<file path="src/rtl/axil_mem_master_if.sv">
// AXI4-Lite bus bundle between the memory master and its slave.
// The master modport drives address, data, strobes and the response readies.
interface axil_mem_master_if #(
    parameter int DATA_WIDTH = 32,
    parameter int ADDR_WIDTH = 32,
    parameter int STRB_WIDTH = DATA_WIDTH / 8
);
    logic [ADDR_WIDTH-1:0] awaddr;
    logic                  awvalid;
    logic                  awready;
    logic [DATA_WIDTH-1:0] wdata;
    logic [STRB_WIDTH-1:0] wstrb;
    logic                  wvalid;
    logic                  wready;
    logic [1:0]            bresp;
    logic                  bvalid;
    logic                  bready;
    logic [ADDR_WIDTH-1:0] araddr;
    logic                  arvalid;
    logic                  arready;
    logic [DATA_WIDTH-1:0] rdata;
    logic [1:0]            rresp;
    logic                  rvalid;
    logic                  rready;

    modport master (
        output awaddr, awvalid, input awready,
        output wdata, wstrb, wvalid, input wready,
        input  bresp, bvalid, output bready,
        output araddr, arvalid, input arready,
        input  rdata, rresp, rvalid, output rready
    );

    modport slave (
        input  awaddr, awvalid, output awready,
        input  wdata, wstrb, wvalid, output wready,
        output bresp, bvalid, input bready,
        input  araddr, arvalid, output arready,
        output rdata, rresp, rvalid, input rready
    );
endinterface

</file>
<file path="src/rtl/axil_mem_master.sv">
// Bridges a simple valid/ready CPU port to single AXI4-Lite transactions,
// one outstanding at a time, with a one-cycle completion pulse.
//
// state | meaning
// IDLE  | waiting for cpu_valid (skipped for one cycle right after DONE)
// WADDR | AW and W offered together, each retired on its own handshake
// WRESP | bready high, waiting for the write response
// RADDR | arvalid high, waiting for arready
// RDATA | rready high, waiting for read data
// DONE  | cpu_ready pulse with rdata/err
module axil_mem_master #(
    parameter int DATA_WIDTH = 32,
    parameter int ADDR_WIDTH = 32,
    parameter int STRB_WIDTH = DATA_WIDTH / 8
) (
    input  logic                  clk,
    input  logic                  rst_n,
    input  logic                  cpu_valid,
    input  logic [ADDR_WIDTH-1:0] cpu_addr,
    input  logic [DATA_WIDTH-1:0] cpu_wdata,
    input  logic [STRB_WIDTH-1:0] cpu_wstrb,
    output logic                  cpu_ready,
    output logic [DATA_WIDTH-1:0] cpu_rdata,
    output logic                  cpu_err,
    axil_mem_master_if.master     axi
);
    typedef enum logic [2:0] {
        IDLE,
        WADDR,
        WRESP,
        RADDR,
        RDATA,
        DONE
    } state_t;

    state_t                state;
    logic [ADDR_WIDTH-1:0] addr_q;
    logic [DATA_WIDTH-1:0] wdata_q;
    logic [STRB_WIDTH-1:0] wstrb_q;
    logic                  awvalid_q;
    logic                  wvalid_q;
    logic                  bready_q;
    logic                  arvalid_q;
    logic                  rready_q;
    logic                  aw_done;
    logic                  w_done;
    logic                  cool;
    logic                  aw_fire;
    logic                  w_fire;
    logic                  resp_lsb_unused;

    assign axi.awaddr  = addr_q;
    assign axi.araddr  = addr_q;
    assign axi.wdata   = wdata_q;
    assign axi.wstrb   = wstrb_q;
    assign axi.awvalid = awvalid_q;
    assign axi.wvalid  = wvalid_q;
    assign axi.bready  = bready_q;
    assign axi.arvalid = arvalid_q;
    assign axi.rready  = rready_q;

    assign aw_fire = awvalid_q & axi.awready;
    assign w_fire  = wvalid_q & axi.wready;

    // Only bit 1 of a response distinguishes OKAY from SLVERR/DECERR.
    assign resp_lsb_unused = axi.bresp[0] ^ axi.rresp[0];

    always_ff @(posedge clk) begin
        if (!rst_n) begin
            state     <= IDLE;
            addr_q    <= '0;
            wdata_q   <= '0;
            wstrb_q   <= '0;
            awvalid_q <= 1'b0;
            wvalid_q  <= 1'b0;
            bready_q  <= 1'b0;
            arvalid_q <= 1'b0;
            rready_q  <= 1'b0;
            aw_done   <= 1'b0;
            w_done    <= 1'b0;
            cool      <= 1'b0;
            cpu_ready <= 1'b0;
            cpu_rdata <= '0;
            cpu_err   <= 1'b0;
        end else begin
            cpu_ready <= 1'b0;
            case (state)
                IDLE: begin
                    cool <= 1'b0;
                    if (cpu_valid && !cool) begin
                        addr_q  <= cpu_addr;
                        wdata_q <= cpu_wdata;
                        wstrb_q <= cpu_wstrb;
                        aw_done <= 1'b0;
                        w_done  <= 1'b0;
                        if (cpu_wstrb != '0) begin
                            state     <= WADDR;
                            awvalid_q <= 1'b1;
                            wvalid_q  <= 1'b1;
                        end else begin
                            state     <= RADDR;
                            arvalid_q <= 1'b1;
                        end
                    end
                end
                WADDR: begin
                    if (aw_fire) begin
                        awvalid_q <= 1'b0;
                        aw_done   <= 1'b1;
                    end
                    if (w_fire) begin
                        wvalid_q <= 1'b0;
                        w_done   <= 1'b1;
                    end
                    if ((aw_done || aw_fire) && (w_done || w_fire)) begin
                        state    <= WRESP;
                        bready_q <= 1'b1;
                    end
                end
                WRESP: begin
                    if (axi.bvalid) begin
                        bready_q  <= 1'b0;
                        cpu_err   <= axi.bresp[1];
                        cpu_rdata <= '0;
                        cpu_ready <= 1'b1;
                        state     <= DONE;
                    end
                end
                RADDR: begin
                    if (axi.arready) begin
                        arvalid_q <= 1'b0;
                        rready_q  <= 1'b1;
                        state     <= RDATA;
                    end
                end
                RDATA: begin
                    if (axi.rvalid) begin
                        rready_q  <= 1'b0;
                        cpu_err   <= axi.rresp[1];
                        cpu_rdata <= axi.rresp[1] ? '0 : axi.rdata;
                        cpu_ready <= 1'b1;
                        state     <= DONE;
                    end
                end
                DONE: begin
                    // Blocks acceptance in the IDLE cycle that follows.
                    cool  <= 1'b1;
                    state <= IDLE;
                end
                default: state <= IDLE;
            endcase
        end
    end
endmodule

</file>
<file path="src/flat_wrapper.sv">
// flat-port wrapper written by rule: the top's interface ports become plain ports
module axil_mem_master_flat 
#(
    parameter int DATA_WIDTH = 32,
    parameter int ADDR_WIDTH = 32,
    parameter int STRB_WIDTH = DATA_WIDTH / 8
)
  (clk, rst_n, cpu_valid, cpu_addr, cpu_wdata, cpu_wstrb, cpu_ready, cpu_rdata, cpu_err, axi_awaddr, axi_awvalid, axi_awready, axi_wdata, axi_wstrb, axi_wvalid, axi_wready, axi_bresp, axi_bvalid, axi_bready, axi_araddr, axi_arvalid, axi_arready, axi_rdata, axi_rresp, axi_rvalid, axi_rready);
  axil_mem_master_if #(.DATA_WIDTH(DATA_WIDTH), .ADDR_WIDTH(ADDR_WIDTH), .STRB_WIDTH(STRB_WIDTH)) axi_i ();
  input  logic clk;
  input  logic rst_n;
  input  logic cpu_valid;
  input  logic [ADDR_WIDTH-1:0] cpu_addr;
  input  logic [DATA_WIDTH-1:0] cpu_wdata;
  input  logic [STRB_WIDTH-1:0] cpu_wstrb;
  output logic cpu_ready;
  output logic [DATA_WIDTH-1:0] cpu_rdata;
  output logic cpu_err;
  output wire logic [$bits(axi_i.awaddr)-1:0] axi_awaddr;
  output wire logic [$bits(axi_i.awvalid)-1:0] axi_awvalid;
  input wire logic [$bits(axi_i.awready)-1:0] axi_awready;
  output wire logic [$bits(axi_i.wdata)-1:0] axi_wdata;
  output wire logic [$bits(axi_i.wstrb)-1:0] axi_wstrb;
  output wire logic [$bits(axi_i.wvalid)-1:0] axi_wvalid;
  input wire logic [$bits(axi_i.wready)-1:0] axi_wready;
  input wire logic [$bits(axi_i.bresp)-1:0] axi_bresp;
  input wire logic [$bits(axi_i.bvalid)-1:0] axi_bvalid;
  output wire logic [$bits(axi_i.bready)-1:0] axi_bready;
  output wire logic [$bits(axi_i.araddr)-1:0] axi_araddr;
  output wire logic [$bits(axi_i.arvalid)-1:0] axi_arvalid;
  input wire logic [$bits(axi_i.arready)-1:0] axi_arready;
  input wire logic [$bits(axi_i.rdata)-1:0] axi_rdata;
  input wire logic [$bits(axi_i.rresp)-1:0] axi_rresp;
  input wire logic [$bits(axi_i.rvalid)-1:0] axi_rvalid;
  output wire logic [$bits(axi_i.rready)-1:0] axi_rready;
  assign axi_awaddr = axi_i.awaddr;
  assign axi_awvalid = axi_i.awvalid;
  assign axi_i.awready = axi_awready;
  assign axi_wdata = axi_i.wdata;
  assign axi_wstrb = axi_i.wstrb;
  assign axi_wvalid = axi_i.wvalid;
  assign axi_i.wready = axi_wready;
  assign axi_i.bresp = axi_bresp;
  assign axi_i.bvalid = axi_bvalid;
  assign axi_bready = axi_i.bready;
  assign axi_araddr = axi_i.araddr;
  assign axi_arvalid = axi_i.arvalid;
  assign axi_i.arready = axi_arready;
  assign axi_i.rdata = axi_rdata;
  assign axi_i.rresp = axi_rresp;
  assign axi_i.rvalid = axi_rvalid;
  assign axi_rready = axi_i.rready;
  axil_mem_master #(.DATA_WIDTH(DATA_WIDTH), .ADDR_WIDTH(ADDR_WIDTH), .STRB_WIDTH(STRB_WIDTH)) u_core (.clk(clk), .rst_n(rst_n), .cpu_valid(cpu_valid), .cpu_addr(cpu_addr), .cpu_wdata(cpu_wdata), .cpu_wstrb(cpu_wstrb), .cpu_ready(cpu_ready), .cpu_rdata(cpu_rdata), .cpu_err(cpu_err), .axi(axi_i));
endmodule
</file>
<file path="config.mk">
export PLATFORM = sky130hd
export DESIGN_NAME = axil_mem_master_flat
export DESIGN_NICKNAME = d
export VERILOG_FILES = /design/src/rtl/axil_mem_master_if.sv /design/src/rtl/axil_mem_master.sv /design/src/flat_wrapper.sv
export SDC_FILE = /design/constraint.sdc
export NUM_CORES = 1
export LEC_CHECK = 0
export CORE_MARGIN = 2
export CORE_UTILIZATION = 34
export DETAILED_ROUTE_END_ITERATION = 10
export HOLD_SLACK_MARGIN = 0.05
export PLACE_DENSITY = 0.86
export SETUP_SLACK_MARGIN = 0.1
export SYNTH_ARGS = -nofsm -noshare
export SYNTH_HDL_FRONTEND = slang
export SYNTH_SLANG_ARGS = --single-unit
</file>
<file path="constraint.sdc">
create_clock -name clk -period 1.37 [get_ports clk]
set_input_delay 0.274 -clock clk [delete_from_list [all_inputs] [get_ports clk]]
set_output_delay 0.274 -clock clk [all_outputs]
set_load 0.03 [all_outputs]
</file>
Word level (Yosys, flattened, before mapping)
Cells that the tools add are included.
{"block": "word_totals", "output_inout_bits": 139, "reg_bits": 113, "inputBits": 112, "wordCells": 93}
{"block": "op_classes", "n_eq_ne": 14, "bitwise": 2, "mux": 39, "n_reduce_logical": 23}
{"op": "$mux 32", "count": 3}
{"op": "$pmux 32 s2", "count": 1}
{"op": "$pmux 1 s2", "count": 10}
{"op": "$mux 1", "count": 18}
{"op": "$mux 3", "count": 5}
{"op": "$pmux 3 s5", "count": 1}
{"op": "$reduce_and 3->1", "count": 5}
{"op": "$reduce_and 4->1", "count": 3}
{"op": "$reduce_bool 2->1", "count": 6}
{"op": "$ne 2x1->1 const B", "count": 5}
{"op": "$ne 2x2->1 const B", "count": 4}
{"op": "$eq 3x2->1 const B", "count": 2}
{"op": "$eq 3x3->1 const B", "count": 2}
{"op": "$reduce_and 5->1", "count": 1}
{"op": "$reduce_bool 4->1", "count": 1}
{"op": "$eq 3x1->1 const B", "count": 1}
{"op": "$logic_not 3->1", "count": 1}
{"op": "$and 1x1->1", "count": 2}
{"op": "$logic_and 1x1->1", "count": 2}
{"op": "$logic_or 1x1->1", "count": 2}
{"op": "$mux 2", "count": 1}
{"op": "$reduce_and 2->1", "count": 1}
{"op": "$logic_not 1->1", "count": 1}

Logic depth before layout (Yosys ltp)
Gate-level depths: netlist (run 1).
{"block": "depth", "word_depth": 5, "ltp_mapped": 8}

Worst setup path after synthesis (run 1)
No wires, ideal clock.
{"block": "synth_timing", "path_type": "flip-flop to flip-flop", "start": "register u_core.state[2]", "end": "register u_core.state[0]", "required_time_ps": 1245, "setup_slack_ps": -81, "path_buffers": 2, "path_stages_with_launch": 6, "arrival_time_ps": 1326, "path_cell_list": "dfxtp_1 -> buf_2 -> clkbuf_1 -> o2bb2ai_1 -> a2111oi_0 -> o41a_1"}
{"block": "synth_via", "elab_chain_cells": 3, "elab_cells_between_ends": 12, "classes_between": "eq/ne: 9; mux: 1; reduce/logical: 2"}
{"element": "start, declared", "line_no": "axil_mem_master.sv:36", "text": "state_t state;"}
{"element": "start signal, assigned", "line_no": "axil_mem_master.sv:70", "text": "state <= IDLE;"}
{"element": "start signal, assigned", "line_no": "axil_mem_master.sv:97", "text": "state <= WADDR;"}
{"element": "start signal, assigned", "line_no": "axil_mem_master.sv:101", "text": "state <= RADDR;"}
{"element": "$eq 3x1->1, or another cell as far along", "line_no": "axil_mem_master.sv:87", "text": "case (state)"}
{"element": "$ne 2x1->1 (no line) or $ne 2x2->1 (tied branches)"}
{"element": "$reduce_and 5->1 (no line)"}
Parallel ways exist; a longest one is shown, timed or not.
A chain may end at the register's enable or synchronous reset.

Worst setup path after layout (run 1)
{"block": "layout_timing", "start": "register u_core.state[1]", "end": "register u_core.cpu_rdata[15]"}
{"block": "layout_via", "elab_chain_cells": 3, "elab_cells_between_ends": 7, "classes_between": "eq/ne: 4; mux: 1; reduce/logical: 2"}
{"element": "$eq 3x3->1 or $eq 3x2->1 (tied branches)", "line_no": "axil_mem_master.sv:87"}
{"element": "$ne 2x2->1 (no line) or $reduce_bool 2->1 (tied branches)"}
{"element": "$reduce_and 3->1 (no line)"}
{"element": "end signal, assigned", "line_no": "axil_mem_master.sv:140", "text": "cpu_rdata <= axi.rresp[1] ? '0 : axi.rdata;"}
{"element": "end, declared", "line_no": "axil_mem_master.sv:23", "text": "output logic [DATA_WIDTH-1:0] cpu_rdata,"}
Parallel ways exist; a longest one is shown, timed or not.

==> results.toml, run 1 <==
[yosys]
yosys.area_share.adder_pct = 0
synth_top_family_by_area = "compound AO/OA/AOI/OAI gates"
yosysTopAreaCell = "dfxtp_1"
synth-warning-count = 0
synth_compound_area_share_pct = 19.3
synth_cells = 489
ys_seq_elements = 113
seq_area_frac_synth_pct = 53.4
synthMuxAreaShare_pct = 0.236
syn-num-nets = 601
synth_top_area_share_pct = 53.4
synth_area_um2 = 4240
synth_cell_type_count = 35
ys_top_cells_by_area = "dfxtp_1, nand2_1, a21oi_1"
avgSynthCellArea_um2 = 8.66
yosys.area_share.simple_pct = 16.8
synth-xor-area-share_pct = 0

[setup_path]
worstPathMaxFanout = 32
critPathCaptureType = "register"
critPathLaunchType = "register"
crit_type = "register to register"
worst-endpoint-arrival_ns = 1.83
crit_chain = "buf_6, nand3b_1, a211o_1, nor3_4, buf_12, a22o_1"
crit_required_ns = 1.72
crit_family = "compound AO/OA/AOI/OAI gates"
cp.buffers_inverters = 2
cpMaxStageDelayCell = "dfxtp_4"
max_stage_delay_ns = 0.39

[placed_design]
place.port_buffers = 248
place_congestion = 0.788
place_inst = 886
dp_hpwl_mm = 9.75
place_ws_ns = -0.618
place_area_um2 = 7060

[clocking]
clk_latency_ns = 0.40
cts_tree = "yes"
cts_root_buf = "clkbuf_16"
h-tree-depth = 4
cts_made_buffers = 17
cts.path.max_buffers = 2
clock_sinks = 113
clkSlewWorstSetupHoldPaths_ns = 0.06

[floorplanning]
die_x_um = 116
num_rows = 40
ios = 251
core_area_um2 = 12100
initial_utilization_pct = 35.0
die_height_um = 116
dieArea_um2 = 13400

[timing]
final-setup-viol-count = 105
fmax_ghz = 0.674
tightestPinTransition_ns = 0.473
skew_ns = 0.00779
final.period_utilization_pct = 108
fin_ws_ns = -0.114
hold_viol = 0
slew_headroom_pct = 68.4
report.final.slew_viol_count = 0
tns_ns = -7.27
rsz0062_at_grt = "true"
fin_crit_ns = 1.48
hold_slack_ns = 0.0973

[global_routing]
grt-ovfl-total = 0
grt_pass1_vias = 4217
grt.total_usage_pct = 19.7
grt_max_degree = 48
grt_pass1_wl_mm = 20.5
antenna_found_initial = 0

[power]
switching_share_pct = 36.1
leakage_nw = 3.42
vdd_drop_max_mv = 0.686
clock_power_share_pct = 30.7
power_density_nw_per_um2 = 2010
power.switching_mw = 5.72
comb_power_share_pct = 42.8
p_seq_share_pct = 26.6
p_int_mw = 10.1

[final_layout]
syn_to_final_growth_pct = 86.2
drive_gt1_share_pct = 43.4
stdcell_area_um2 = 7890
fin_cells = 942
diodes = 0
final.fill_count = 994
layout.nets = 873

[detailed_routing]
route.detailed.drc = 0
viasPerCell = 4.82
wl_per_cell_um = 16.6
final_antenna_net_count = 0
vias = 4538
drt-pass1-iter-count = 4
dr.first_iter.drc_count = 227
drt_wl_total_mm = 15.6

[status]
status = "complete, but fails checks"
violations = "setup timing"

[job]
cap_viol_max_count = 0

[min_path]
hp-class = "input pin to register"
-- cells by family after synthesis --
family / after synthesis
AOI/OAI and AO/OA: 128
muxes: 1
and+or+nand+nor: 173
DFF: 113
buffers and inverters: 74
-- cell type report --
cell class	instances	area [µm²]	area share, %
inverters	8	30.0	0.381
multi-input cells	302	1900	24.1
clock buffers	18	439	5.57
clock inverters	14	211	2.68
flip-flops and latches	113	2280	28.9
repair buffers	319	2810	35.6
well taps	168	210	2.66
-- metrics by stage --
step                      power [mW]  utilization (%)
after CTS                       14.6             60.1
after detailed placement        9.81             58.3
final                           15.8             65.1
after global placement          9.69             58.3
after global routing            16.5             65.1
after floorplan                 7.34                -
-- synth_stat cells, drive strengths merged --
cell and count:
nand2b 4, a41o 1, a211oi 1, inv 8, or4 1, a221oi 1, and2 1, o221ai 1
dfxtp 113, or2 1, a21oi 78, clkbuf 17, nand2 143, nor2 8, a32oi 2, nor4 1
a2bb2oi 1, a22o 32, nor3 4, mux2i 1, o41a 1, o21a 2, nand3 2, o2bb2ai 2
a2111oi 2, o21ai 3, a211o 1, nand3b 3, nand4 1, and3 1, buf 49, or3 1
nor2b 2
-- repair_timing --
item                       4_1_cts  5_1_grt
pin swaps                        8       13
gates cloned                     0        9
buffers inserted                 7        9
setup endpoints to repair      242      146
hold buffers                     0        0
gates resized for setup        710      142
-- power groups by stage --
| stage | registers, mW | clock network [mW] | logic, mW |
|---|---|---|---|
| final | 4.21 | 4.86 | 6.78 |
| after global routing | 4.27 | 5.06 | 7.17 |
| after CTS | 4.20 | 4.91 | 5.46 |
| after detailed placement | 4.29 | 0 | 5.52 |
| after global placement | 4.25 | 0 | 5.45 |
| after floorplan | 5.03 | 0 | 2.30 |
-- metal layers --
layer / vias to the layer above / share of wire (%) / wire length (µm) / global-route usage [%]
li1: 2169 / - / - / -
met1: 2137 / 37 / 5820 / 20.5
met2: 214 / 52 / 8150 / 36.3
met3: 18 / 9.1 / 1420 / 7.58
met4: 0 / 1.3 / 206 / 6.75
met5: - / 0 / 0 / 0
-- flip-flops by register name, indices dropped and copies added, names as in the netlist, 3 cells and up --
register / cells
u_core.axi.araddr: 32
u_core.axi.wdata: 32
u_core.axi.wstrb: 4
u_core.cpu_rdata: 32
u_core.state: 3
-- final timing paths --
path              cells after the start                                end  slack, ns                         startpoint
hold reg to reg                       2  u_core.axi.wdata[25]$_SDFFE_PN0P_       0.45  u_core.axi.wdata[25]$_SDFFE_PN0P_
setup / recovery                      6  u_core.cpu_rdata[15]$_SDFFE_PN0P_      -0.11       u_core.state[1]$_SDFFE_PN0P_
setup reg to reg                      6  u_core.cpu_rdata[15]$_SDFFE_PN0P_      -0.11       u_core.state[1]$_SDFFE_PN0P_
hold / removal                        3   u_core.axi.wstrb[1]$_SDFFE_PN0P_        0.1                       cpu_wstrb[1]
-- placed cells by master (no fill, tap or decap), drive strengths merged, types with 3 or more instances in the layout --
| cell | instances |
|---|---|
| bufinv | 5 |
| clkbuf | 36 |
| nand3b | 3 |
| a22o | 32 |
| nor2 | 8 |
| inv | 9 |
| buf | 196 |
| dfxtp | 113 |
| nor3 | 4 |
| nand2b | 4 |
| o21ai | 3 |
| nand2 | 143 |
| clkinvlp | 6 |
| clkdlybuf4s50 | 105 |
| a21oi | 78 |
-- tightest hold or removal path, stage by stage --
cell	delay [ns]
buf_6	0.09
nand2_2	0.05
a21oi_2	0.04
No activity file was read; power rests on OpenSTA's default activity.
==> run 2: changes to the inputs <==
--- a/config.mk
+++ b/config.mk
@@ -8,7 +8,7 @@
 export CORE_MARGIN = 2
 export CORE_UTILIZATION = 34
 export DETAILED_ROUTE_END_ITERATION = 10
-export HOLD_SLACK_MARGIN = 0.05
+export HOLD_SLACK_MARGIN = 0.1
 export PLACE_DENSITY = 0.86
 export SETUP_SLACK_MARGIN = 0.1
 export SYNTH_ARGS = -nofsm -noshare
==> run 2 against run 1 <==
The flow still finishes with violations (setup timing). Count of clock-buffer cells in the layout did not move. Cell count rose by 0.11%. Highest routed layer unchanged. Clock skew rose by 0.0022 ns.
==> results.toml, run 2 (synthesized netlist as in run 1, its figures left out) <==
[floorplanning]
dieArea_um2 = 13400
num_rows = 40
die_height_um = 116
core_area_um2 = 12100
die_x_um = 116
initial_utilization_pct = 35.0
ios = 251

[global_routing]
grt_pass1_vias = 4217
antenna_found_initial = 0
grt.total_usage_pct = 19.7
grt-ovfl-total = 0
grt_pass1_wl_mm = 20.5
grt_max_degree = 48

[detailed_routing]
route.detailed.drc = 0
drt-pass1-iter-count = 4
final_antenna_net_count = 0
viasPerCell = 4.81
dr.first_iter.drc_count = 230
drt_wl_total_mm = 15.6
wl_per_cell_um = 16.5
vias = 4535

[setup_path]
reg2reg_from = "u_core.state[1]$_SDFFE_PN0P_"
worstPathMaxFanout = 32
critPathCaptureType = "register"
crit_start = "u_core.state[1]$_SDFFE_PN0P_"
worst-endpoint-arrival_ns = 1.83
critPathLaunchType = "register"
crit_type = "register to register"
crit_required_ns = 1.72

[final_layout]
final_common_cell = "nand2_1"
final_cell_mix = "nand2_1, clkdlybuf4s50_1, dfxtp_1, buf_2, buf_4"
stdcell_area_um2 = 7900
diodes = 0
syn_to_final_growth_pct = 86.5
fin_cells = 943
drive_gt1_share_pct = 43.4
final.fill_count = 993
layout.nets = 874
fin_util_pct = 65.2

[timing]
final-setup-viol-count = 105
tns_ns = -7.38
final.period_utilization_pct = 109
skew_ns = 0.00998
hold_viol = 0
fin_crit_ns = 1.49
report.final.slew_viol_count = 0
tightestPinTransition_ns = 0.473
rsz0062_at_grt = "true"
fin_ws_ns = -0.117
fmax_ghz = 0.673
slew_headroom_pct = 68.4

[placed_design]
place.port_buffers = 248
place_congestion = 0.788
place_inst = 886
dp_hpwl_mm = 9.75
place_area_um2 = 7060

[clocking]
clk_latency_ns = 0.41
cts_root_buf = "clkbuf_16"
cts_made_buffers = 17
clkSlewWorstSetupHoldPaths_ns = 0.06
clock_sinks = 113
h-tree-depth = 4
cts_tree = "yes"
cts.path.max_buffers = 2

[power]
p_int_mw = 10.1
p_seq_share_pct = 26.6
leakage_nw = 3.42
vdd_drop_max_mv = 0.685
comb_power_share_pct = 42.8
clock_power_share_pct = 30.7
power_density_nw_per_um2 = 2010
switching_share_pct = 36.1
power.switching_mw = 5.71

[job]
cap_viol_max_count = 0

[min_path]
worstHoldStart = "cpu_wstrb[0]"
hp-class = "input pin to register"

[status]
violations = "setup timing"
status = "complete, but fails checks"
-- run 2: cell count changes in the layout (fill, tap and decap cells not counted) --
cell | previous run | this run
dlygate4sd3_1 | 0 | 1
-- run 2: layout make-up --
cell class | instances | area, µm² | area share (%)
inverters | 8 | 30.0 | 0.380
well taps | 168 | 210 | 2.66
clock buffers | 18 | 439 | 5.56
repair buffers | 320 | 2820 | 35.7
multi-input cells | 302 | 1900 | 24.1
clock inverters | 14 | 211 | 2.68
flip-flops and latches | 113 | 2280 | 28.9
-- run 2: power groups by stage --
stage | logic [mW] | registers (mW) | clock network, mW
after floorplan | 2.30 | 5.03 | 0
after global placement | 5.45 | 4.25 | 0
after detailed placement | 5.52 | 4.29 | 0
after CTS | 5.46 | 4.20 | 4.91
after global routing | 7.18 | 4.27 | 5.06
final | 6.78 | 4.21 | 4.86
-- run 2: final timing paths --
check | endpoint | slack [ns] | depth (start not counted)
setup / recovery | u_core.cpu_rdata[15]$_SDFFE_PN0P_ | -0.12 | 6
hold / removal | u_core.axi.wstrb[0]$_SDFFE_PN0P_ | 0.13 | 3
setup reg to reg | u_core.cpu_rdata[15]$_SDFFE_PN0P_ | -0.12 | 6
hold reg to reg | u_core.axi.wdata[25]$_SDFFE_PN0P_ | 0.45 | 2
-- run 2: critical path, cell delays in order, from the launching register on --
cell and delay (ns):
dfxtp_4 0.39, buf_6 0.13, nand3b_1 0.07, a211o_1 0.30, nor3_4 0.16, buf_12 0.21
a22o_1 0.15
-- run 2: layer usage --
| metal | up-vias | part of all wire (%) | routed length, µm | GRT usage, % |
|---|---|---|---|---|
| met5 | - | 0 | 0 | 0 |
| met4 | 0 | 1.5 | 227 | 6.75 |
| li1 | 2171 | - | - | - |
| met1 | 2131 | 38 | 5880 | 20.5 |
| met2 | 212 | 52 | 8150 | 36.3 |
| met3 | 21 | 8.6 | 1340 | 7.58 |
-- run 2: what timing repair did --
item                                    4_1_cts  5_1_grt
pin swaps                                     8       13
buffers inserted                              7        9
endpoints found under the setup margin      242      146
hold buffers                                  0        1
cloned                                        0        9
resized for setup                           710      142
hold endpoints to repair                      0        1
-- run 2: metrics by stage --
step	hold WS, ns	total power, mW	setup slack (ns)
CTS	0.114	14.6	-0.102
finish	0.125	15.8	-0.117
global route	0.120	16.5	-0.164
detailed placement	0.447	9.81	-0.618
floorplan	0.390	7.34	-0.0388
global placement	0.440	9.69	-0.581
==> run 3: changes to the inputs <==
--- a/config.mk
+++ b/config.mk
@@ -5,11 +5,13 @@
 export SDC_FILE = /design/constraint.sdc
 export NUM_CORES = 1
 export LEC_CHECK = 0
+export CELL_PAD_IN_SITES_DETAIL_PLACEMENT = 1
+export CELL_PAD_IN_SITES_GLOBAL_PLACEMENT = 1
 export CORE_MARGIN = 2
-export CORE_UTILIZATION = 34
+export CORE_UTILIZATION = 23
 export DETAILED_ROUTE_END_ITERATION = 10
 export HOLD_SLACK_MARGIN = 0.1
-export PLACE_DENSITY = 0.86
+export PLACE_DENSITY = 0.84
 export SETUP_SLACK_MARGIN = 0.1
 export SYNTH_ARGS = -nofsm -noshare
 export SYNTH_HDL_FRONTEND = slang
==> run 3 against run 2 <==
The flow still finishes with violations (setup timing). Worst setup slack got worse by 0.026 ns. Core utilization decreased by 19 points. Count of clock-buffer cells in the layout increased by 3. Via count increased by 2.6%. Clock power decreased by 13%. Register-to-register slack got worse by 0.03 ns. Critical path depth decreased by 1. Non-clock buffer count decreased by 4. Sequential power increased by 2%. Sequential share of layout area decreased by 1.6 points. Combinational power increased by 14%. Cell count increased by 5.9%. Largest cell class unchanged.
==> results.toml, run 3 (synthesized netlist as in run 1, its figures left out) <==
[power]
power_density_nw_per_um2 = 1930
vdd_drop_max_mv = 1.13
power_mw = 16.3
leakage_nw = 3.75

[detailed_routing]
final_antenna_net_count = 0
wl_per_cell_um = 18.5
drt_wl_total_mm = 18.4
drt-pass1-iter-count = 4
dr.first_iter.drc_count = 134
viasPerCell = 4.66
route.detailed.drc = 0
vias = 4652

[floorplanning]
initial_utilization_pct = 23.5
die_height_um = 140
ios = 251
core_area_um2 = 18000
num_rows = 49
dieArea_um2 = 19500
die_x_um = 140

[global_routing]
grt_pass1_vias = 4848
grt-ovfl-total = 0
grt.total_usage_pct = 17.5
grt_pass1_wl_mm = 26.6
grt_max_degree = 42
antenna_found_initial = 0

[final_layout]
fin_util_pct = 46.6
final_common_cell = "clkdlybuf4s50_1"
diodes = 0
stdcell_area_um2 = 8400
syn_to_final_growth_pct = 98.4
layout.nets = 870
drive_gt1_share_pct = 49.6
final_cell_mix = "clkdlybuf4s50_1, nand2_1, dfxtp_1, buf_4"
fin_cells = 999

[setup_path]
reg2reg_to = "u_core.state[0]$_SDFFE_PN0P_"
reg2reg_from = "u_core.state[1]$_SDFFE_PN0P_"
crit_required_ns = 1.66
critPathLaunchType = "register"
crit_chain = "buf_4, nor2_2, o2bb2ai_2, a2111oi_2, o41a_1"
cpMaxStageDelayCell = "o41a_1"
worstPathMaxFanout = 7
reg2reg_slack_ns = -0.14
worst-endpoint-arrival_ns = 1.80
max_stage_delay_ns = 0.42
crit_type = "register to register"
critPathCaptureType = "register"
r2r.worst_path.cells = 5

[timing]
tns_ns = -5.63
slew_headroom_pct = 68.0
fmax_ghz = 0.661
report.final.slew_viol_count = 0
hold_viol = 0
skew_ns = 0.00728
fin_crit_ns = 1.51
final.period_utilization_pct = 110
fin_ws_ns = -0.143
final-setup-viol-count = 101
tightestPinTransition_ns = 0.479
rsz0062_at_grt = "true"

[clocking]
cts_root_buf = "clkbuf_16"
h-tree-depth = 4
clock_sinks = 113
cts_made_buffers = 17
postCtsHoldBufs = 0
clkSlewWorstSetupHoldPaths_ns = 0.05
clk_latency_ns = 0.41
cts_tree = "yes"
cts.path.max_buffers = 2

[min_path]
hp-class = "input pin to register"
hold_depth = 3
hold_end = "u_core.axi.wstrb[1]$_SDFFE_PN0P_"
worstHoldStart = "cpu_wstrb[1]"

[placed_design]
place_area_um2 = 7050
place_congestion = 0.831
place.port_buffers = 248
place_inst = 940
dp_hpwl_mm = 10.8

[status]
status = "complete, but fails checks"
violations = "setup timing"

[job]
cap_viol_max_count = 0
## run 3: repair_timing
item | in CTS | in global routing
setup endpoints to repair | 245 | 175
buffers inserted | 12 | 3
resized for setup | 750 | 204
gates cloned | 9 | 5
pin swaps | 38 | 82
## run 3: cell type report
cell class | instances | area, µm²
clock buffer | 21 | 482
inverter | 8 | 30.0
sequential | 113 | 2300
timing repair buffer | 316 | 2990
multi-input combinational | 302 | 2230
clock inverter | 10 | 83.8
fill | 2001 | 9620
tap | 229 | 287
## run 3: layer usage
layer | vias to the layer above | wire (µm) | global-route usage [%]
met2 | 231 | 9400 | 31.2
met4 | 0 | 378 | 6.68
met3 | 28 | 1510 | 6.26
met1 | 2231 | 7170 | 19.1
li1 | 2162 | - | -
met5 | - | 0 | 0
## run 3: stage by stage
stage,setup slack [ns],hold WS (ns)
finish,-0.143,0.294
global route,-0.184,0.288
CTS,-0.110,0.249
detailed placement,-0.653,0.447
global placement,-0.592,0.442
floorplan,-0.0388,0.390
## run 3: how the worst max path moves through the flow
stage | end | start | depth (start not counted)
global placement | u_core.state[1]$_SDFFE_PN0P_ | cpu_wstrb[0] | 5
global route | u_core.axi.araddr[20]$_SDFFE_PN0P_ | u_core.state[2]$_SDFFE_PN0P_ | 8
detailed placement | u_core.state[1]$_SDFFE_PN0P_ | cpu_wstrb[0] | 5
CTS | u_core.state[0]$_SDFFE_PN0P_ | u_core.state[1]$_SDFFE_PN0P_ | 5
floorplan | u_core.cpu_rdata[0]$_SDFFE_PN0P_ | u_core.state[2]$_SDFFE_PN0P_ | 6
finish | u_core.state[0]$_SDFFE_PN0P_ | u_core.state[1]$_SDFFE_PN0P_ | 5
## run 3: worst max-delay path: cells and delay by family (launching register included)
| kind | cells | cell delay, ns |
|---|---|---|
| AO/OA/AOI/OAI | 3 | 0.69 |
| buffers and inverters | 1 | 0.18 |
| flip-flops | 1 | 0.38 |
| AND/OR/NAND/NOR | 1 | 0.13 |
## run 3: power breakdown
| group | internal (mW) | total [mW] | switching [mW] |
|---|---|---|---|
| sequential | 3.83 | 4.28 | 0.444 |
| clock | 2.67 | 4.24 | 1.58 |
| combinational | 3.52 | 7.74 | 4.22 |
